File: config.mk
export PLATFORM = sky130hd
export DESIGN_NAME = sme_rng_buf
export DESIGN_NICKNAME = d
export VERILOG_FILES = /design/src/rtl/sme_rng_buf.sv
export SDC_FILE = /design/constraint.sdc
export NUM_CORES = 1
export LEC_CHECK = 0
export BUFFER_PORTS_ARGS = -buffer_cell sky130_fd_sc_hd__buf_4
export CORE_MARGIN = 4
export CORE_UTILIZATION = 30
export DETAILED_ROUTE_END_ITERATION = 16
export GPL_ROUTABILITY_DRIVEN = 0
export GPL_TIMING_DRIVEN = 0
export SYNTH_ARGS = -nofsm -noshare
export SYNTH_HDL_FRONTEND = slang
export SYNTH_SLANG_ARGS = --single-unit
File: constraint.sdc
create_clock -name g_clk -period 2.4 [get_ports g_clk]
set_clock_uncertainty 0.2 [all_clocks]
set_input_delay 0.36 -clock g_clk [delete_from_list [all_inputs] [get_ports g_clk]]
set_output_delay 0.36 -clock g_clk [all_outputs]
set_load 0.005 [all_outputs]
File: src/rtl/sme_rng_buf.sv
// Randomness buffer between the SME random source and the masked datapath.
// Requests batches one at a time, queues them, and zeroes each slot as it is consumed.
module sme_rng_buf #(
  parameter int XLEN    = 32,
  parameter int SMAX    = 3,
  parameter int DEPTH   = 2,
  parameter int RNG_LAT = 1,
  localparam int RMAX   = SMAX + SMAX * (SMAX - 1) / 2,
  localparam int RW     = RMAX * XLEN - 1,
  localparam int FW     = $clog2(DEPTH + 1),
  localparam int PW     = $clog2(DEPTH)
) (
  input  logic          g_clk,
  input  logic          g_resetn,
  output logic          g_clk_req,
  input  logic          flush,
  output logic          rng_update,
  input  logic [RW:0]   rng_in,
  output logic          out_valid,
  input  logic          out_ready,
  output logic [RW:0]   out_rng,
  output logic [FW-1:0] fill
);

  typedef enum logic [1:0] {
    IDLE = 2'd0,
    UPD  = 2'd1,
    WAIT = 2'd2
  } state_t;

  state_t          state_r;
  logic [3:0]      cnt_r;
  logic [PW-1:0]   wr_ptr_r;
  logic [PW-1:0]   rd_ptr_r;
  logic [FW-1:0]   fill_r;
  logic [RW:0]     mem_r [DEPTH];

  logic            capture_s;
  logic            pop_s;
  logic            not_full_s;

  assign not_full_s = (fill_r < FW'(DEPTH));
  // flush suppresses both capture and pop so in-flight randomness is discarded
  assign capture_s  = (state_r == WAIT) && (cnt_r == 4'd0) && !flush;
  assign pop_s      = (fill_r != '0) && out_ready && !flush;

  // Request FSM, batch storage, pointers and occupancy
  always_ff @(posedge g_clk or negedge g_resetn) begin
    if (!g_resetn) begin
      state_r  <= IDLE;
      cnt_r    <= 4'd0;
      wr_ptr_r <= '0;
      rd_ptr_r <= '0;
      fill_r   <= '0;
      for (int i = 0; i < DEPTH; i++) begin
        mem_r[PW'(i)] <= '0;
      end
    end else if (flush) begin
      state_r  <= IDLE;
      cnt_r    <= 4'd0;
      wr_ptr_r <= '0;
      rd_ptr_r <= '0;
      fill_r   <= '0;
      for (int i = 0; i < DEPTH; i++) begin
        mem_r[PW'(i)] <= '0;
      end
    end else begin
      case (state_r)
        IDLE: begin
          if (not_full_s) begin
            state_r <= UPD;
          end else begin
            state_r <= IDLE;
          end
        end
        UPD: begin
          state_r <= WAIT;
          cnt_r   <= 4'(RNG_LAT - 1);
        end
        WAIT: begin
          if (cnt_r == 4'd0) begin
            state_r <= IDLE;
          end else begin
            cnt_r <= cnt_r - 4'd1;
          end
        end
        default: begin
          state_r <= IDLE;
          cnt_r   <= 4'd0;
        end
      endcase

      // capture never targets the head slot while a pop is possible, so both writes are disjoint
      if (capture_s) begin
        mem_r[wr_ptr_r] <= rng_in;
        wr_ptr_r        <= wr_ptr_r + PW'(1);
      end
      if (pop_s) begin
        mem_r[rd_ptr_r] <= '0;
        rd_ptr_r        <= rd_ptr_r + PW'(1);
      end

      case ({capture_s, pop_s})
        2'b10:   fill_r <= fill_r + FW'(1);
        2'b01:   fill_r <= fill_r - FW'(1);
        default: fill_r <= fill_r;
      endcase
    end
  end

  assign rng_update = (state_r == UPD) && !flush;
  assign out_valid  = (fill_r != '0);
  assign out_rng    = out_valid ? mem_r[rd_ptr_r] : '0;
  assign fill       = fill_r;
  assign g_clk_req  = not_full_s || (state_r != IDLE);

endmodule

==> metrics.txt <==
# TYPE chip_impl_metric gauge
chip_impl_metric{name="final_cells",unit=""} 3905
chip_impl_metric{name="tightest_slew",unit="ns"} 0.6859
chip_impl_metric{name="die_y",unit="µm"} 273.0
chip_impl_metric{name="pin_count_of_the_biggest_net_entering_global_routing",unit=""} 105
chip_impl_metric{name="antenna_found_initial",unit=""} 5
chip_impl_metric{name="synth.yosys.seq_area_share",unit="%"} 51.34
chip_impl_metric{name="synth-warning-count",unit=""} 0
chip_impl_metric{name="fin_hold_ws",unit="ns"} -0.4986
chip_impl_metric{name="number_of_nets_produced_by_synthesis",unit=""} 2464
chip_impl_metric{name="dp_hpwl",unit="µm"} 57820
chip_impl_metric{name="final_max_slew_viol_count",unit=""} 0
chip_impl_metric{name="cellPowerDensity",unit="nW/µm²"} 567.6
chip_impl_info{name="worstSetupPathType",value="register to output pin"} 1
chip_impl_metric{name="yosys.cell_types.count",unit=""} 40
chip_impl_metric{name="h-tree-depth",unit=""} 2
chip_impl_metric{name="finalWorstSetupSlack",unit="ns"} -0.1130
chip_impl_metric{name="number_of_setup_violations_in_the_final_report",unit=""} 149
chip_impl_metric{name="postSynthRegisterBits",unit=""} 394
chip_impl_metric{name="power.total",unit="W"} 0.01721
chip_impl_metric{name="worst_setup_hold_path_clk_slew",unit="ns"} 0.06
chip_impl_info{name="setup.worst_path.end_class",value="output pin"} 1
chip_impl_metric{name="place.detailed.instances",unit=""} 3597
chip_impl_metric{name="r2r_slack",unit="ns"} 0.07
chip_impl_metric{name="detail_route.wl_per_cell",unit="µm"} 22.39
chip_impl_metric{name="layout.cell_area.non_filler",unit="µm²"} 30320
chip_impl_metric{name="relSlewSlack",unit="%"} 54.27
chip_impl_metric{name="timing.critical_path.required",unit="ns"} 1.84
chip_impl_metric{name="clock_insertion_delay_worst_skew",unit="ns"} 0.57
chip_impl_metric{name="ff2ff_path_depth",unit=""} 8
chip_impl_metric{name="max_clock_freq",unit="MHz"} 397.9
chip_impl_metric{name="grt_pass1_vias",unit=""} 21360
chip_impl_metric{name="syn-mean-instance-area",unit="µm²"} 9.300
chip_impl_metric{name="wl",unit="µm"} 87430
chip_impl_metric{name="syn_area",unit="µm²"} 21070
chip_impl_metric{name="overflow",unit=""} 0
chip_impl_info{name="synth_area_leader_cell",value="sky130_fd_sc_hd__edfxtp_1"} 1
chip_impl_metric{name="globalRouteTotalUtil",unit="%"} 21.99
chip_impl_info{name="result_of_the_run",value="complete, but fails checks"} 1
chip_impl_info{name="tritoncts_clock_tree",value="built"} 1
chip_impl_info{name="grt_setup_unrepaired",value="true"} 1
chip_impl_metric{name="initial_utilization",unit="%"} 30.51
chip_impl_metric{name="drtAntennaViolNets",unit=""} 0
chip_impl_metric{name="die-width",unit="µm"} 273.0
chip_impl_metric{name="detail_route.iter0.violations",unit=""} 2062
chip_impl_metric{name="areaGrowthSynthToFinish",unit="%"} 43.89
chip_impl_metric{name="detail_route.vias_per_cell",unit=""} 5.505
chip_impl_metric{name="static_leakage_power",unit="nW"} 11.02
chip_impl_info{name="worst_hold_path_type",value="input pin to asynchronous set/reset pin"} 1
chip_impl_info{name="failed_checks",value="negative hold slack, negative setup slack"} 1
chip_impl_metric{name="cap_viol_max_count",unit=""} 0
chip_impl_metric{name="rows",unit=""} 96
chip_impl_metric{name="port_buffers",unit=""} 392
chip_impl_metric{name="io_pins",unit=""} 393
chip_impl_info{name="critPathLaunchType",value="register"} 1
chip_impl_metric{name="syn_inst",unit=""} 2266
chip_impl_metric{name="post-route-period-util",unit="%"} 104.7
chip_impl_metric{name="cts-root-to-sink-buffers",unit=""} 3
chip_impl_info{name="yosys-top-cells-area",value="sky130_fd_sc_hd__edfxtp_1 (27%), sky130_fd_sc_hd__dfrtp_1 (24%), sky130_fd_sc_hd__a21oi_1 (9.3%)"} 1
chip_impl_info{name="cts_root_buf",value="sky130_fd_sc_hd__clkbuf_16"} 1
chip_impl_metric{name="tritoncts_num_sinks",unit=""} 394
chip_impl_metric{name="hold_violations",unit=""} 141
chip_impl_metric{name="place_area",unit="µm²"} 25380
chip_impl_metric{name="cts-buffers-inserted",unit=""} 47
chip_impl_metric{name="grt_first_pass_wirelength",unit="µm"} 129900
chip_impl_metric{name="coreArea",unit="µm²"} 69070
chip_impl_metric{name="number_of_nets_in_the_layout",unit=""} 3131
chip_impl_metric{name="worst-endpoint-arrival",unit="ns"} 1.95
chip_impl_metric{name="drt_pass1_iterations",unit=""} 6
chip_impl_metric{name="via_count",unit=""} 21500
chip_impl_metric{name="synthDominantCellAreaShare",unit="%"} 27.36
chip_impl_metric{name="ir_worst_vdd",unit="mV"} 0.4149
chip_impl_metric{name="timing.critical_path.fanout_max",unit=""} 10
chip_impl_metric{name="drc",unit=""} 0
chip_impl_metric{name="dieArea",unit="µm²"} 74550
chip_impl_metric{name="ctsHoldBuffers",unit=""} 193
chip_impl_metric{name="final_layout_size_suffix_gt1_share",unit="%"} 25.48
chip_impl_metric{name="period_minus_slack",unit="ns"} 2.513
==> cell families (layout without fill, tap and decap cells) <==
family / after synthesis / in the layout / share of synthesized area [%]
xor gates and xnor gates: 1 / 1 / 0.04157
muxes: 192 / 192 / 9.120
adders and majority gates: 2 / 2 / 0.1187
and+or+nand+nor: 605 / 605 / 14.58
other: 0 / 3 / 0
AOI/OAI and AO/OA: 786 / 786 / 18.77
DFF: 394 / 394 / 51.34
buffers and inverters: 286 / 991 / 6.026
==> final timing paths <==
path | start | to
max in group asynchronous | g_resetn | rd_ptr_r
setup / recovery | rd_ptr_r | out_rng[55]
hold / removal | g_resetn | mem_r[367]
min in group g_clk | out_ready | rd_ptr_r
setup reg to reg | cnt_r[0] | mem_r[7]
hold reg to reg | mem_r[227] | mem_r[227]
==> critical path: stages (launching register included) <==
cell	delay, ns
sky130_fd_sc_hd__dfrtp_2	0.45
sky130_fd_sc_hd__buf_12	0.21
sky130_fd_sc_hd__buf_8	0.20
sky130_fd_sc_hd__mux2i_2	0.27
sky130_fd_sc_hd__nor2_1	0.08
sky130_fd_sc_hd__buf_4	0.14
==> placed cells by master, fill, tap and decap left out, drive strengths merged, types with 3 or more instances in the layout <==
cell         synthesis  final
nand4              192    192
o21ai              389    389
or3                  4      4
nor3b                3      3
edfxtp             192    192
clkinv               0     12
clkbuf             144    225
nand3              196    196
buf                134    551
mux2i              192    192
diode                0      3
a21oi              390    390
dfrtp              202    202
nor2               196    196
dlygate4sd3          0    193
inv                  8      8
==> layout make-up <==
class | count | area (µm²)
diodes | 3 | 7.507
fillers | 6634 | 38740
clock inverters | 14 | 110.1
clock buffers | 73 | 1406
plain buffers | 274 | 1886
flip-flops and latches | 394 | 10820
inverters | 8 | 37.54
repair buffers | 622 | 5528
well taps | 931 | 1165
multi-input cells | 1586 | 9359
==> power by group <==
| part | total (W) | switching, W | internal [W] |
|---|---|---|---|
| Sequential | 0.00744 | 0.000114 | 0.00733 |
| Clock | 0.00714 | 0.00292 | 0.00422 |
| Combinational | 0.00263 | 0.00160 | 0.00104 |
==> state kept, by name (all words and copies together), names as in the netlist <==
name	cells
state_r	2
fill	2
rd_ptr_r	1
cnt_r	4
mem_r	384
wr_ptr_r	1
==> what timing repair did <==
action                                 4_1_cts  5_1_grt
gates resized for setup                    229      110
endpoints found under the hold margin      487       99
pin swaps                                    3        1
cloned                                       7       10
buffers inserted                            12        0
setup endpoints to repair                  498      509
==> Yosys cell counts <==
cell type	instances
sky130_fd_sc_hd__o21bai_1	1
sky130_fd_sc_hd__or3b_1	1
sky130_fd_sc_hd__buf_4	9
sky130_fd_sc_hd__o22ai_1	1
sky130_fd_sc_hd__nor3b_2	1
sky130_fd_sc_hd__dfrtp_1	202
sky130_fd_sc_hd__or3b_2	1
sky130_fd_sc_hd__clkbuf_2	2
sky130_fd_sc_hd__nand2_1	2
sky130_fd_sc_hd__o41ai_1	1
sky130_fd_sc_hd__clkbuf_1	142
sky130_fd_sc_hd__and4bb_2	1
sky130_fd_sc_hd__o211a_1	1
sky130_fd_sc_hd__o311a_1	1
sky130_fd_sc_hd__xor2_1	1
sky130_fd_sc_hd__nor2b_1	2
sky130_fd_sc_hd__buf_1	12
sky130_fd_sc_hd__ha_1	2
sky130_fd_sc_hd__o21ai_0	388
sky130_fd_sc_hd__nand3_1	196
sky130_fd_sc_hd__or2_2	1
sky130_fd_sc_hd__nor2_2	1
sky130_fd_sc_hd__o21ai_1	1
sky130_fd_sc_hd__nand3b_1	1
sky130_fd_sc_hd__nand4_1	192
sky130_fd_sc_hd__a211oi_1	1
sky130_fd_sc_hd__nor3_1	2
sky130_fd_sc_hd__edfxtp_1	192
sky130_fd_sc_hd__nor2_1	195
sky130_fd_sc_hd__nand4bb_1	1
sky130_fd_sc_hd__inv_1	8
sky130_fd_sc_hd__o211ai_1	1
sky130_fd_sc_hd__or3_1	4
sky130_fd_sc_hd__or4_1	1
sky130_fd_sc_hd__buf_2	110
sky130_fd_sc_hd__nand2b_1	1
sky130_fd_sc_hd__buf_6	3
sky130_fd_sc_hd__mux2i_1	192
sky130_fd_sc_hd__nor3b_1	2
sky130_fd_sc_hd__a21oi_1	390
==> through the flow <==
stage	TNS [ns]	util [%]	worst slack, ns
floorplan	-295.15	-	-1.537
global placement	-1446.15	36.48	-5.849
detailed placement	-327.31	36.75	-1.408
CTS	-18.46	43.38	-0.1542
global route	-21.89	43.90	-0.1936
finish	-6.793	43.90	-0.1130
==> routing by layer <==
metal	global-route usage (%)	vias to the layer above	wire length [µm]
met1	29.43	10510	35940
met4	7.529	0	3030
met5	0	-	0
met2	36.55	1054	42170
li1	-	9750	-
met3	3.266	189	6294
Power figures use the tool's default switching activity.
